**config.mk**
```make
export PLATFORM = sky130hd
export DESIGN_NAME = platform_scroll_ctrl
export DESIGN_NICKNAME = d
export VERILOG_FILES = /design/src/rtl/platform_scroll_ctrl.sv
export SDC_FILE = /design/constraint.sdc
export NUM_CORES = 1
export LEC_CHECK = 0
export ABC_CLOCK_PERIOD_IN_PS = 4800
export BUFFER_PORTS_ARGS = -buffer_cell sky130_fd_sc_hd__buf_2
export CAP_MARGIN = 20
export CORE_MARGIN = 1.5
export CORE_UTILIZATION = 55
export CTS_CLUSTER_DIAMETER = 120
export DETAILED_ROUTE_END_ITERATION = 10
export PLACE_DENSITY = 0.8
export SLEW_MARGIN = 20
export SYNTH_ARGS = -nofsm -noshare
export SYNTH_HDL_FRONTEND = slang
export SYNTH_SLANG_ARGS = --single-unit
```
**constraint.sdc**
```tcl
create_clock -name Clk -period 4.8 [get_ports Clk]
set_input_delay 0.24 -clock Clk [delete_from_list [all_inputs] [get_ports Clk]]
set_output_delay 0.24 -clock Clk [all_outputs]
set_load 0.005 [all_outputs]
```
**src/rtl/platform_scroll_ctrl.sv**
```systemverilog
// Per-frame platform scroll scheduler for the doodle game.
// Holds the NUM_PLAT platform position table. On each frame_tick it
// computes the scroll amount from doodle_y, shifts every platform down
// by one entry per cycle, and respawns wrapped platforms at an LFSR x.
// Optional feature macro: PLAT_CTRL_SCORE_EN adds a saturating
// cumulative score; without it the score output is tied to zero.
module platform_scroll_ctrl #(
  parameter int unsigned NUM_PLAT    = 8,
  parameter int unsigned V_RES       = 480,
  parameter int unsigned SCROLL_LINE = 200,
  parameter int unsigned MAX_STEP    = 8,
  parameter logic [15:0] LFSR_SEED   = 16'hACE1
) (
  input  logic        Clk,
  input  logic        reset,
  input  logic        frame_tick,
  input  logic [9:0]  doodle_y,
  input  logic [3:0]  rd_idx,
  output logic [9:0]  rd_x,
  output logic [9:0]  rd_y,
  output logic [9:0]  scroll_amt,
  output logic        busy,
  output logic        done,
  output logic        overrun,
  output logic [15:0] score
);

  localparam logic [10:0] VRES11   = 11'(V_RES);
  localparam logic [9:0]  SCROLL10 = 10'(SCROLL_LINE);
  localparam logic [9:0]  STEP10   = 10'(MAX_STEP);
  localparam logic [3:0]  LAST_IDX = 4'(NUM_PLAT - 1);

  typedef enum logic [1:0] {IDLE, CALC, SCAN, DONE} state_t;

  state_t      state_q, state_d;
  logic [9:0]  plat_x_q [NUM_PLAT];
  logic [9:0]  plat_x_d [NUM_PLAT];
  logic [9:0]  plat_y_q [NUM_PLAT];
  logic [9:0]  plat_y_d [NUM_PLAT];
  logic [15:0] lfsr_q, lfsr_d, lfsr_next;
  logic [9:0]  scroll_amt_q, scroll_amt_d;
  logic [3:0]  idx_q, idx_d;
  logic        overrun_q, overrun_d;
  logic [9:0]  amt_calc, diff, cur_y;
  logic [10:0] scan_sum;

  // State register
  always_ff @(posedge Clk or posedge reset) begin
    if (reset) state_q <= IDLE;
    else       state_q <= state_d;
  end

  // Next-state logic
  always_comb begin
    state_d = state_q;
    case (state_q)
      IDLE: if (frame_tick) state_d = CALC;
      CALC: state_d = (amt_calc == '0) ? DONE : SCAN;
      SCAN: if (idx_q == LAST_IDX) state_d = DONE;
      DONE: state_d = IDLE;
      default: state_d = IDLE;
    endcase
  end

  // Moore outputs decoded from state
  always_comb begin
    busy = (state_q != IDLE);
    done = (state_q == DONE);
  end

  // Scroll amount: distance above the scroll line, saturated to MAX_STEP
  always_comb begin
    diff     = SCROLL10 - doodle_y;
    amt_calc = '0;
    if (doodle_y < SCROLL10) amt_calc = (diff < STEP10) ? diff : STEP10;
  end

  // Combinational read port for the painter
  always_comb begin
    rd_x = '0;
    rd_y = '0;
    for (int unsigned i = 0; i < NUM_PLAT; i++) begin
      if (rd_idx == 4'(i)) begin
        rd_x = plat_x_q[i];
        rd_y = plat_y_q[i];
      end
    end
  end

  // Datapath next values: table scan, LFSR respawn, overrun flag
  always_comb begin
    scroll_amt_d = scroll_amt_q;
    idx_d        = idx_q;
    lfsr_d       = lfsr_q;
    overrun_d    = overrun_q;
    plat_x_d     = plat_x_q;
    plat_y_d     = plat_y_q;
    lfsr_next    = {1'b0, lfsr_q[15:1]} ^ (lfsr_q[0] ? 16'hB400 : 16'h0000);
    cur_y        = '0;
    for (int unsigned i = 0; i < NUM_PLAT; i++) begin
      if (idx_q == 4'(i)) cur_y = plat_y_q[i];
    end
    scan_sum = {1'b0, cur_y} + {1'b0, scroll_amt_q};

    if (frame_tick && state_q != IDLE) overrun_d = 1'b1;

    case (state_q)
      CALC: begin
        scroll_amt_d = amt_calc;
        idx_d        = '0;
      end
      SCAN: begin
        idx_d = idx_q + 4'd1;
        for (int unsigned i = 0; i < NUM_PLAT; i++) begin
          if (idx_q == 4'(i)) begin
            if (scan_sum >= VRES11) begin
              plat_y_d[i] = 10'(scan_sum - VRES11);
              lfsr_d      = lfsr_next;
              plat_x_d[i] = {1'b0, lfsr_next[8:0]};
            end else begin
              plat_y_d[i] = scan_sum[9:0];
            end
          end
        end
      end
      default: ;
    endcase
  end

  // Datapath registers; reset restores the initial platform layout
  always_ff @(posedge Clk or posedge reset) begin
    if (reset) begin
      for (int unsigned i = 0; i < NUM_PLAT; i++) begin
        plat_y_q[i] <= 10'(i * (V_RES / NUM_PLAT));
        plat_x_q[i] <= 10'((i * 73) % 512);
      end
      lfsr_q       <= LFSR_SEED;
      scroll_amt_q <= '0;
      idx_q        <= '0;
      overrun_q    <= 1'b0;
    end else begin
      plat_x_q     <= plat_x_d;
      plat_y_q     <= plat_y_d;
      lfsr_q       <= lfsr_d;
      scroll_amt_q <= scroll_amt_d;
      idx_q        <= idx_d;
      overrun_q    <= overrun_d;
    end
  end

  assign scroll_amt = scroll_amt_q;
  assign overrun    = overrun_q;

`ifdef PLAT_CTRL_SCORE_EN
  logic [15:0] score_q, score_d;
  logic [16:0] score_sum;

  // Saturating score accumulation, once per update in DONE
  always_comb begin
    score_sum = {1'b0, score_q} + {7'd0, scroll_amt_q};
    score_d   = score_q;
    if (state_q == DONE) score_d = score_sum[16] ? '1 : score_sum[15:0];
  end

  // Score register
  always_ff @(posedge Clk or posedge reset) begin
    if (reset) score_q <= '0;
    else       score_q <= score_d;
  end

  assign score = score_q;
`else
  assign score = '0;
`endif

endmodule

```
# Word level (Yosys, flattened, before mapping)
# Index checks and enable logic that the tools add are counted.
# word_totals
ff_bits	185
latchBits	0
ramBits	0
rom_bits	0
memories	0
# classes
addsub	4
n_mul	0
div	0
magnitude_cmp	3
n_eq_ne	19
shift	0
mux	51
n_bitwise	1
reduce_logical	24
# op_table
cell	count
16-bit 2-to-1 mux	19
10-bit 2-to-1 mux	26
4-bit by 3-bit equality test with 1-bit output, second input constant	8
3-bit AND reduction	8
2-bit AND reduction	9
4-bit by 2-bit equality test with 1-bit output, second input constant	4
15-bit by 16-bit XOR with 16-bit output	1
10-bit by 10-bit adder with 11-bit output	1
11-bit by 9-bit >= comparator with 1-bit output, second input constant	1
10-bit zero test	1
10-bit by 4-bit < comparator with 1-bit output, second input constant	1
10-bit by 8-bit < comparator with 1-bit output, second input constant	1
10-bit by 9-bit subtractor with 10-bit output, second input constant	1
8-bit by 10-bit subtractor with 10-bit output, first input constant	1
9-bit 2-to-1 mux	1
4-bit by 1-bit equality test with 1-bit output, second input constant	2
4-bit zero test	2
2-bit one-hot mux with 4 select lines	1
4-bit one-hot mux with 2 select lines	1
4-bit by 1-bit adder with 4-bit output, second input constant	1
2-bit equality test, second input constant	2
2-bit 2-to-1 mux	2
2-bit inequality test, second input constant	2
2-bit nonzero test	2
4 further kinds	4

# Depth between registers and ports, before layout
# Gate-level depths: netlist (run 1).
# depth
depth_word	29
ltp_mapped	24
depth_no_buf	22

# Worst setup path before layout (run 1)
# No wires, ideal clock.
# synth_timing
kind	register to register
from	reg idx_q[3]
to	reg plat_x_q[21] (netlist bit)
setup_time_ns	0.125
arrival_time_ns	4.581
t_required_ns	4.675
slack_ns	0.094
stages_incl_launch_ff	24
cell_sequence	dfrtp_1 > nor2_1 > and2_1 > clkbuf_1 > buf_2 > mux2i_1 > o211ai_1 > o21ai_0 > nand3_1 > o21ai_0 > o21ai_0 > ha_1 > inv_1 > fa_1 > nand2b_1 > a211oi_2 > nor2_1 > xnor2_4 > ha_1 > a31oi_4 > o21ai_4 > nor2b_1 > buf_2 > mux2_2
# synth_between
elab_chain_len	12
elab_cells_between_ends	19
# synth_rtl
item	line	text
start, declared	42	logic [3:0] idx_q, idx_d;
start signal, assigned	146	idx_q <= idx_d;
4-bit zero test	101	if (idx_q == 4'(i)) cur_y = plat_y_q[i];
10-bit 2-to-1 mux (8 in a row)	101	
10-bit by 10-bit adder with 11-bit output	103	scan_sum = {1'b0, cur_y} + {1'b0, scroll_amt_q};
11-bit by 9-bit >= comparator with 1-bit output	116	if (scan_sum >= VRES11) begin
3-bit AND reduction (no source line) (*)	-	
end signal, assigned by index	135	plat_x_q[i] <= 10'((i * 73) % 512);
end signal, assigned	142	plat_x_q <= plat_x_d;
end, declared	36	logic [9:0] plat_x_q [NUM_PLAT];
# Mark *: on every way between the ends. The rest lies on a longest branch, timed or not.
# A chain may end at the register's enable or synchronous reset.

# Final worst setup path (run 1)
# layout_timing
from	reg idx_q[0]
to	reg lfsr_q[9]
# layout_between
elab_chain_len	29
elab_cells_between_ends	36
# layout_rtl
item	line	text
4-bit zero test	101, 115	
10-bit 2-to-1 mux (8 in a row)	101	
10-bit by 10-bit adder with 11-bit output	103	
11-bit by 9-bit >= comparator with 1-bit output	116	
16-bit 2-to-1 mux	116	
16-bit 2-to-1 mux	115	if (idx_q == 4'(i)) begin
16-bit 2-to-1 mux	116	
16-bit 2-to-1 mux	115	
(+6 left out)	-	
16-bit 2-to-1 mux	116	
16-bit 2-to-1 mux	115	
16-bit 2-to-1 mux	116	
16-bit 2-to-1 mux	115	
16-bit 2-to-1 mux	116	
16-bit 2-to-1 mux	115	
16-bit 2-to-1 mux	116	
16-bit 2-to-1 mux (*)	115	
end signal, assigned	144	lfsr_q <= lfsr_d;
end, declared	40	logic [15:0] lfsr_q, lfsr_d, lfsr_next;
# Mark *: on every way between the ends. The rest lies on a longest branch, timed or not. The select of a mux whose other input is x is not followed.

==> metrics.md, run 1 <==
| Metric | Value |
|---|---|
| Final instance area | 0.01125 mm^2 |
| Cells on worst reg2reg path | 23 |
| Slew headroom | 25.57% |
| CP Class | reg -> reg |
| GR Util met2 | 43.50% |
| Ant. Diodes | 0 |
| Pleak | 5.055 nW |
| Mux cell area share after synthesis | 14.53% |
| Row cnt | 48 |
| Fin crit period | 4.677 ns |
| CP required | 5.12 ns |
| Most Crowded Layer GR | met2 |
| R2R Setup Slk | 0.12 ns |
| Count of pins over their slew limit | 0 |
| Die height | 136.5 um |
| Worst path arrival time | 5.00 ns |
| Largest family of logic cells by synthesized area | compound AO/OA/AOI/OAI gates |
| Status | finished clean |
| CTS root buf | clkbuf_16 |
| Longest Clk Path Bufs | 2 |
| Setup crit end kind | flop |
| Finished Layout Cells | 1235 |
| Yosys top cell by area | dfrtp_1 |
| Synth warn | 0 |
| Placed Area | 0.01036 mm^2 |
| Overall Power | 5.224 mW |
| I/O Buffers | 48 |
| DPL Wire Length | 16.71 mm |
| Worst skew pair latency | 0.45 ns |
| Startpoint types | flop |
| Syn Inst Count | 938 |
| Fin util | 64.83% |
| All-layer global routing usage | 28.36% |
| Post-Synth Simple-Gate Area | 12.37% |
| Fin Hold WS | 0.04625 ns |
| Area Growth Syn to Fin | 14.84% |
| Share of cells above drive strength 1 | 33.17% |
| Nets | 1035 |
| Vias in the first global route | 7476 |
| GP Congestion | 0.8907 |
| Final Skew | 0.01527 ns |
| Number of synthesized flops with an enable pin | 0 |
| Clock slew at reported path FFs | 0.07 ns |
| Synth top area cells | dfrtp_1 (29%), dfstp_2 (19%), mux2_2 (10%), o21ai_0 (6.0%), nand2_1 (5.1%) |
| Routed Antenna Nets | 0 |
| Core Footprint | 0.01736 mm^2 |
| Xor/xnor share of the synthesized area | 1.571% |
| Count of max-cap constraint violations | 0 |
| Top_reg_cell synth | dfrtp_1 |
| Worst hold path class | in -> reg |
| P per Cell Area | 464.3 mW/mm^2 |
| Worst Setup EP | lfsr_q[9]$_DFFE_PP0P_ |
| Met1 GRT Util | 38.81% |
| Hold Fails Final Rpt | 0 |
| Setup crit start | idx_q[0]$_DFFE_PP0P_ |
| Wire per inst | 20.44 um |
| CP Max Fanout | 8 |
| Compound-Gate Fraction of Synth Area | 16.23% |
| CTS tree | yes |
| Reg-to-Reg Start | idx_q[0]$_DFFE_PP0P_ |
| Synth Area in Adders | 2.758% |
| Yosys cell types | 66 |
| Starting Density | 56.45% |
| Sequential fraction of the synthesis area | 48.17% |
| Total Die Area | 0.01862 mm^2 |
| Register bit total from synthesis | 185 |
| M3 GR Usage | 6.040% |
| Vias per cell | 6.228 |
| Largest net degree at the start of global routing | 186 |
| GRT overflow | 0 |
| Syn_area_per_cell | 10.45 um^2 |
| # placed instances | 1192 |
| Via count | 7692 |
| Finish-stage setup viols | 0 |
| Post-synth top area share | 28.86% |
| Num CTS Buffers | 17 |
| VDD IR max | 0.3380 mV |
| Top Ports | 66 |
| First-pass GRT wire length | 40.08 mm |
| FMAX | 213.8 MHz |
| DR iter-0 viols | 740 |
| RR Endpoint | lfsr_q[9]$_DFFE_PP0P_ |
| Async S/R FF share, synth | 100.0% |
| Residual DRC count | 0 |
| Drt pass-1 iters | 5 |
| Initial antenna violation count | 2 |
| H-tree levels | 4 |
| Clk sink count | 185 |
| Final Cycle Share | 97.44% |
| Synth Cell Area | 0.009798 mm^2 |
| Worst Tran Pin Value | 1.116 ns |
| Die W | 136.5 um |
| Final wirelength | 25.24 mm |
[placed cells by master, fill, tap and decap left out, types with 17 or more instances in the layout]
cell type / count
nand2_1: 131
o21ai_0: 113
dfrtp_1: 113
mux2_2: 89
dfstp_2: 72
buf_2: 48
buf_4: 42
a22oi_1: 39
nand3_1: 32
mux2i_1: 26
a21oi_1: 21
nor2_1: 19
inv_1: 18
nor2b_1: 18
clkbuf_16: 18
conb_1: 17
[cells by family (layout without fill, tap and decap cells)]
group                    after synthesis  in the layout
AO/OA/AOI/OAI                        249            250
XOR/XNOR                              12             12
adder cells (fa/ha/maj)               21             21
buffers and inverters                 92            147
flip-flops                           185            185
multiplexers                         126            126
other                                  1             17
AND/OR/NAND/NOR                      252            252
[state kept, by name (all words and copies together), names as in the netlist]
name	cells
idx_q	4
lfsr_q	16
overrun	1
plat_x_q	72
plat_y_q	80
scroll_amt	10
state_q	2
[final cells by class]
cell class,instances,area [um^2]
Fill cell,1295,6105
Multi-Input combinational cell,678,4887
Clock inverter,13,216.5
Sequential cell,185,4720
Inverter,21,82.58
Tap cell,225,281.5
Clock buffer,19,432.9
Timing Repair Buffer,94,631.9
[worst max-delay path: stages (launching register included)]
cell and delay, ns:
dfrtp_1 0.39, buf_4 0.15, ha_4 0.17, and2_2 0.20, mux2i_1 0.12, o211ai_1 0.15
o21ai_0 0.11, nand3_1 0.10, o21ai_0 0.09, o21ai_1 0.14, ha_1 0.19, inv_1 0.07
fa_1 0.40, nand2b_4 0.18, a211oi_4 0.30, buf_4 0.17, a21oi_4 0.08, and3_1 0.21
mux2_2 0.35, o21ai_4 0.12, buf_4 0.17, nand4_4 0.14, buf_12 0.25, mux2_4 0.29
[report_power, final]
part	internal, mW	switching, mW	total, mW	leakage, nW
Combinational	0.661	1.14	1.80	2.45
Sequential	1.73	0.130	1.86	2.30
Clock	0.932	0.626	1.56	0.310
Total	3.33	1.90	5.22	5.05
[through the flow]
step	setup WS [ns]	TNS, ns
finish	0.1230	0
global route	-0.07683	-0.9551
CTS	0.001770	0
detailed placement	-0.1339	-3.300
global placement	0.01552	0
floorplan	0.09409	0
[layer usage]
metal / vias up / share of wire (%)
met5: - / 0.048
met4: 2 / 2.5
met3: 63 / 7.3
met2: 358 / 47
met1: 3793 / 43
li1: 3476 / -
[what timing repair did]
| action | 4_1_cts | 5_1_grt |
|---|---|---|
| gates cloned | 1 | 1 |
| pin swaps | 2 | 8 |
| endpoints found under the setup margin | 70 | 107 |
| gates resized for setup | 2 | 26 |
| setup buffers | 4 | 5 |
| hold buffers | 0 | 0 |
[cell usage after synthesis, drive strengths merged, types with 14 or more instances]
cell	count
nand2	135
o21ai	118
dfrtp	113
mux2	100
dfstp	72
a22oi	39
buf	38
nand3	34
clkbuf	33
mux2i	26
a21oi	25
inv	21
ha	20
nor2	20
nor2b	18
o211ai	14
[worst min-delay path by stage]
stage | startpoint | end | slack [ns] | cells after the start
2_1_floorplan | doodle_y[0] | scroll_amt[0]$_DFFE_PP0P_ | 0.36 | 2
3_3_place_gp | overrun$_DFFE_PP0P_ | overrun$_DFFE_PP0P_ | 0.43 | 1
3_5_place_dp | overrun$_DFFE_PP0P_ | overrun$_DFFE_PP0P_ | 0.46 | 1
4_1_cts | frame_tick | overrun$_DFFE_PP0P_ | 0.04 | 2
5_1_grt | frame_tick | overrun$_DFFE_PP0P_ | 0.07 | 2
6_report | frame_tick | overrun$_DFFE_PP0P_ | 0.05 | 2
(Power assumes the default switching activity.)
==> run 2: changes to the inputs <==
--- a/config.mk
+++ b/config.mk
@@ -9,10 +9,10 @@
 export BUFFER_PORTS_ARGS = -buffer_cell sky130_fd_sc_hd__buf_2
 export CAP_MARGIN = 20
 export CORE_MARGIN = 1.5
-export CORE_UTILIZATION = 55
+export CORE_UTILIZATION = 30
 export CTS_CLUSTER_DIAMETER = 120
 export DETAILED_ROUTE_END_ITERATION = 10
-export PLACE_DENSITY = 0.8
+export PLACE_DENSITY = 0.51
 export SLEW_MARGIN = 20
 export SYNTH_ARGS = -nofsm -noshare
 export SYNTH_HDL_FRONTEND = slang
==> run 2 against run 1 <==
Compared with the run above: wire length increased by 0.98%; final cell count increased by 18%; sequential power about the same; register-to-register slack better by 0.07 ns; design area is 2.2% higher; critical endpoint is now plat_x_q[31]$_DFFE_PP0P_; largest power group unchanged.
==> metrics.md, run 2 (synthesis results as in run 1) <==
| Metric | Value |
|---|---|
| Commonest cells after routing, fill and taps aside | nand2_1 (131), o21ai_0 (115), dfrtp_1 (113), mux2_2 (89), dfstp_2 (72) |
| CP Class | reg -> reg |
| Overall Power | 5.077 mW |
| M3 GR Usage | 2.357% |
| Fin crit period | 4.606 ns |
| GR Util met2 | 23.79% |
| CTS root buf | clkbuf_16 |
| All-layer global routing usage | 15.63% |
| Count of max-cap constraint violations | 0 |
| Largest register FFs | 80 |
| Residual DRC count | 0 |
| Starting Density | 30.73% |
| Worst Tran Pin Value | 0.9144 ns |
| Largest net degree at the start of global routing | 186 |
| Count of pins over their slew limit | 0 |
| Pleak | 5.066 nW |
| H-tree levels | 4 |
| Ant. Diodes | 0 |
| Hold Fails Final Rpt | 0 |
| DPL Wire Length | 18.42 mm |
| Longest Clk Path Bufs | 2 |
| Drt pass-1 iters | 5 |
| CP Max Fanout | 10 |
| Routed Antenna Nets | 0 |
| Total Die Area | 0.03375 mm^2 |
| I/O Buffers | 48 |
| Final Skew | 0.008487 ns |
| DR iter-0 viols | 447 |
| Nets | 1043 |
| P per Cell Area | 441.4 mW/mm^2 |
| Final wirelength | 25.49 mm |
| Largest registers | plat_y_q (80), plat_x_q (72), lfsr_q (16) |
| CP Depth | 20 |
| Num CTS Buffers | 17 |
| Crit-path cells | inv_1 > ha_1 > buf_4 > nor4b_2 > buf_4 > a22oi_1 > a311oi_1 > a21o_1 > inv_1 > fa_1 > nand2b_1 > a211oi_2 > a21oi_2 > and3_1 > mux2_2 > o21ai_4 > buf_12 > and2_1 > buf_12 > mux2_2 |
| Cells on worst reg2reg path | 20 |
| CP top delay family | compound AO/OA/AOI/OAI gates |
| Hold path depth | 2 |
| Startpoint types | flop |
| Pre-CTS WS | -0.1421 ns |
| Initial antenna violation count | 1 |
| CTS tree | yes |
| Slowest cell on crit path | fa_1 |
| Commonest non-fill, non-tap cell in the layout | nand2_1 |
| Fin Hold WS | 0.04086 ns |
| Wire per inst | 17.54 um |
| VDD IR max | 0.2448 mV |
| Share of cells above drive strength 1 | 33.50% |
| Die height | 183.7 um |
| Slowest stage delay, CP | 0.42 ns |
| Worst Path Buf+Inv | 6 |
| First-pass GRT wire length | 40.77 mm |
| Worst skew pair latency | 0.44 ns |
| Met1 GRT Util | 23.04% |
| Placed Area | 0.01073 mm^2 |
| Die W | 183.7 um |
| Vias in the first global route | 6969 |
| GP Congestion | 0.8492 |
| Worst Slack Setup Final | 0.1935 ns |
| Clk sink count | 185 |
| Setup crit end kind | flop |
| Vias per cell | 4.926 |
| Reg with most FFs | plat_y_q |
| Final instance area | 0.01150 mm^2 |
| Slew headroom | 38.82% |
| CP required | 5.12 ns |
| Row cnt | 65 |
| FMAX | 217.1 MHz |
| Finish-stage setup viols | 0 |
| Via count | 7158 |
| GRT overflow | 0 |
| Clock slew at reported path FFs | 0.07 ns |
| Final Cycle Share | 95.97% |
| Most Crowded Layer GR | met2 |
| Worst hold path class | in -> reg |
| Worst path arrival time | 4.93 ns |
| Top Ports | 66 |
| Core Footprint | 0.03188 mm^2 |
| Area Growth Syn to Fin | 17.39% |
| Status | finished clean |
## run 2: per-layer routing
layer / up-vias / wire, um
li1: 3479 / -
met1: 3515 / 12810
met2: 141 / 11460
met3: 21 / 938
met4: 2 / 269
met5: - / 16
## run 2: layout make-up
type,instances,area (um^2)
Clock inverter,13,148.9
Timing Repair Buffer,103,758.2
Fill cell,3198,20380
Multi-Input combinational cell,677,4796
Clock buffer,19,452.9
Sequential cell,185,4720
Inverter,21,82.58
Tap cell,435,544.3
## run 2: final timing paths
path	endpoint	startpoint	slack [ns]
worst max-delay path	plat_x_q[31]$_DFFE_PP0P_	idx_q[1]$_DFFE_PP0P_	0.19
worst min-delay path	overrun$_DFFE_PP0P_	frame_tick	0.04
worst max register to register	plat_x_q[31]$_DFFE_PP0P_	idx_q[1]$_DFFE_PP0P_	0.19
worst min register to register	overrun$_DFFE_PP0P_	overrun$_DFFE_PP0P_	0.45
max in group asynchronous	plat_y_q[41]$_DFFE_PP0P_	reset	3.42
min in group asynchronous	plat_x_q[10]$_DFFE_PP0P_	reset	0.46
## run 2: worst register-to-register path, cell delays in order, from the launching register on
cell      delay, ns
dfrtp_1        0.40
inv_1          0.09
ha_1           0.19
buf_4          0.14
nor4b_2        0.26
buf_4          0.21
a22oi_1        0.07
a311oi_1       0.38
a21o_1         0.15
inv_1          0.06
fa_1           0.42
nand2b_1       0.19
a211oi_2       0.34
a21oi_2        0.15
and3_1         0.21
mux2_2         0.33
o21ai_4        0.09
buf_12         0.15
and2_1         0.18
buf_12         0.15
mux2_2         0.34
## run 2: power by group
part	internal [mW]	switching (mW)	leakage (nW)
logic	0.696	1.08	2.48
registers	1.73	0.134	2.30
clock network	0.768	0.669	0.288
total	3.20	1.88	5.07
## run 2: per-stage QoR
| step | setup TNS, ns | std cells | util (%) |
|---|---|---|---|
| global route | -0.008753 | 1453 | 36.08 |
| detailed placement | -2.412 | 1411 | 33.65 |
| CTS | 0 | 1445 | 35.66 |
| finish | 0 | 1453 | 36.08 |
| floorplan | 0 | 954 | - |
| global placement | -0.2943 | 1411 | 33.65 |
## run 2: what timing repair did
action | in CTS | in global routing
endpoints found under the setup margin | 58 | 114
cloned | 0 | 1
gates resized for setup | 0 | 18
endpoints found under the hold margin | 0 | 44
hold buffers | 0 | 1
buffers inserted | 2 | 5
pin swaps | 2 | 5
==> run 3: changes to the inputs <==
--- a/config.mk
+++ b/config.mk
@@ -8,11 +8,13 @@
 export ABC_CLOCK_PERIOD_IN_PS = 4800
 export BUFFER_PORTS_ARGS = -buffer_cell sky130_fd_sc_hd__buf_2
 export CAP_MARGIN = 20
+export CELL_PAD_IN_SITES_DETAIL_PLACEMENT = 0
+export CELL_PAD_IN_SITES_GLOBAL_PLACEMENT = 2
 export CORE_MARGIN = 1.5
 export CORE_UTILIZATION = 30
 export CTS_CLUSTER_DIAMETER = 120
 export DETAILED_ROUTE_END_ITERATION = 10
-export PLACE_DENSITY = 0.51
+export PLACE_DENSITY_LB_ADDON = 0.1
 export SLEW_MARGIN = 20
 export SYNTH_ARGS = -nofsm -noshare
 export SYNTH_HDL_FRONTEND = slang
==> run 3 against run 2 <==
Compared with the run above: flip-flop and latch count unchanged; final cell count up 0.55%; register-to-register slack about the same; highest routed layer is now met4.
==> metrics.md, run 3 (synthesis results as in run 1) <==
| Metric | Value |
|---|---|
| Die W | 183.7 um |
| FF/Latch Area | 0.004720 mm^2 |
| CP required | 5.12 ns |
| Finish-stage setup viols | 0 |
| Largest net degree at the start of global routing | 157 |
| Final instance area | 0.01154 mm^2 |
| CP Max Fanout | 16 |
| Fin Hold WS | 0.03847 ns |
| Drt pass-1 iters | 5 |
| Worst Path Buf+Inv | 6 |
| Setup_tns | 0 ns |
| Worst Tran Pin Value | 1.046 ns |
| Most used cell, CP | buf_4 |
| Commonest non-fill, non-tap cell in the layout | nand2_1 |
| CTS root buf | clkbuf_16 |
| CP Class | reg -> reg |
| Slowest cell on crit path | dfrtp_1 |
| Largest registers | plat_y_q (80), plat_x_q (72), lfsr_q (16) |
| Longest Clk Path Bufs | 2 |
| Die height | 183.7 um |
| Clk sink count | 185 |
| Starting Density | 30.73% |
| Setup crit end kind | flop |
| Clock slew at reported path FFs | 0.07 ns |
| Initial antenna violation count | 1 |
| Top Ports | 66 |
| Placed Area | 0.01082 mm^2 |
| FMAX | 217.7 MHz |
| Final Cycle Share | 95.68% |
| Startpoint types | flop |
| FILL cells | 3244 |
| Area of the multi-input gates | 0.004798 mm^2 |
| CTS tree | yes |
| Wire per inst | 20.32 um |
| VDD IR max | 0.2473 mV |
| Final wirelength | 29.69 mm |
| Final Skew | 0.01308 ns |
| Pleak | 5.101 nW |
| DPL Wire Length | 20.98 mm |
| GRT overflow | 0 |
| Vias per cell | 4.980 |
| H-tree levels | 4 |
| All-layer global routing usage | 18.24% |
| CP top delay family | compound AO/OA/AOI/OAI gates |
| Reg with most FFs | plat_y_q |
| Share of cells above drive strength 1 | 33.92% |
| Area Growth Syn to Fin | 17.79% |
| GP Congestion | 0.7663 |
| Ant. Diodes | 0 |
| Vias in the first global route | 7139 |
| Slowest stage delay, CP | 0.38 ns |
| Count of pins over their slew limit | 0 |
| Largest register FFs | 80 |
| First-pass GRT wire length | 45.74 mm |
| Worst skew pair latency | 0.45 ns |
| Crit-path cells | inv_1 > ha_1 > buf_4 > o211ai_1 > buf_4 > o211ai_1 > o21ai_0 > nand3_1 > o21ai_0 > o21ai_1 > buf_4 > ha_1 > and2_4 > a221o_1 > a21oi_4 > and3_1 > mux2_4 > o21ai_4 > buf_12 > nand4_4 > buf_12 > mux2_2 |
| Num CTS Buffers | 17 |
| Routed Antenna Nets | 0 |
| Residual DRC count | 0 |
| P per Cell Area | 453.9 mW/mm^2 |
| Commonest cells after routing, fill and taps aside | nand2_1 (132), o21ai_0 (113), dfrtp_1 (113), mux2_2 (88), dfstp_2 (72) |
| Status | finished clean |
| Via count | 7276 |
| Hold Fails Final Rpt | 0 |
| Count of max-cap constraint violations | 0 |
| Worst path arrival time | 4.92 ns |
| DR iter-0 viols | 438 |
| Slew headroom | 30.00% |
| Fin crit period | 4.592 ns |
| Worst hold path class | in -> reg |
| Total Die Area | 0.03375 mm^2 |
| Row cnt | 65 |
| Nets | 1051 |
| Core Footprint | 0.03188 mm^2 |
| I/O Buffers | 48 |
==> run 3: cell types whose count changed in the layout (fill, tap and decap cells not counted), moves of 2 or more <==
cell	delta
clkinv_2	+3
buf_4	+9
a21oi_2	-2
o21ai_1	+2
o21ai_0	-2
clkbuf_8	-2
inv_8	-2
==> run 3: path summary, 6_finish.rpt <==
path                                 startpoint  slack [ns]  depth (start not counted)                   endpoint
max                        idx_q[1]$_DFFE_PP0P_        0.21                         22     lfsr_q[12]$_DFFE_PP0P_
min                                  frame_tick        0.04                          2        overrun$_DFFE_PP0P_
max reg2reg                idx_q[1]$_DFFE_PP0P_        0.21                         22     lfsr_q[12]$_DFFE_PP0P_
min reg2reg                 overrun$_DFFE_PP0P_        0.45                          1        overrun$_DFFE_PP0P_
max in group asynchronous                 reset        3.49                          4   plat_y_q[52]$_DFFE_PP0P_
min in group asynchronous                 reset        0.48                          4  scroll_amt[9]$_DFFE_PP0P_
==> run 3: power breakdown <==
group / total (mW) / switching [mW] / internal, mW
registers: 1.86 / 0.127 / 1.73
clock network: 1.45 / 0.675 / 0.779
logic: 1.93 / 1.17 / 0.751
==> run 3: stage by stage <==
stage               power [mW]  util, %  setup WS [ns]  instances
floorplan                2.950        -        0.09409        954
global placement         3.758    33.93        -0.1121       1419
detailed placement       3.736    33.93        -0.1073       1419
CTS                      5.243    35.88       0.002120       1453
global route             5.574    36.20       -0.02542       1461
finish                   5.239    36.20         0.2076       1461
==> run 3: layer usage <==
| metal | track usage [%] | wire [um] | share of wire [%] |
|---|---|---|---|
| met1 | 28.51 | 15960 | 54 |
| met2 | 25.52 | 12250 | 41 |
| met3 | 2.536 | 959 | 3.2 |
| met4 | 5.607 | 516 | 1.7 |
| met5 | 0 | 0 | 0 |
==> run 3: what timing repair did <==
| action | 4_1_cts | 5_1_grt |
|---|---|---|
| resized for setup | 1 | 17 |
| gates cloned | 0 | 1 |
| pin swaps | 1 | 4 |
| hold endpoints to repair | 28 | 0 |
| buffers inserted | 1 | 7 |
| hold buffers | 1 | 0 |
| setup endpoints to repair | 83 | 103 |
==> run 3: area by class of cell <==
| class | count | share of cell area [%] |
|---|---|---|
| multi-input cells | 677 | 41.58 |
| inverters | 21 | 0.7155 |
| clock inverters | 15 | 1.420 |
| clock buffers | 17 | 3.686 |
| well taps | 435 | 4.716 |
| flip-flops and latches | 185 | 40.89 |
| repair buffers | 111 | 6.993 |
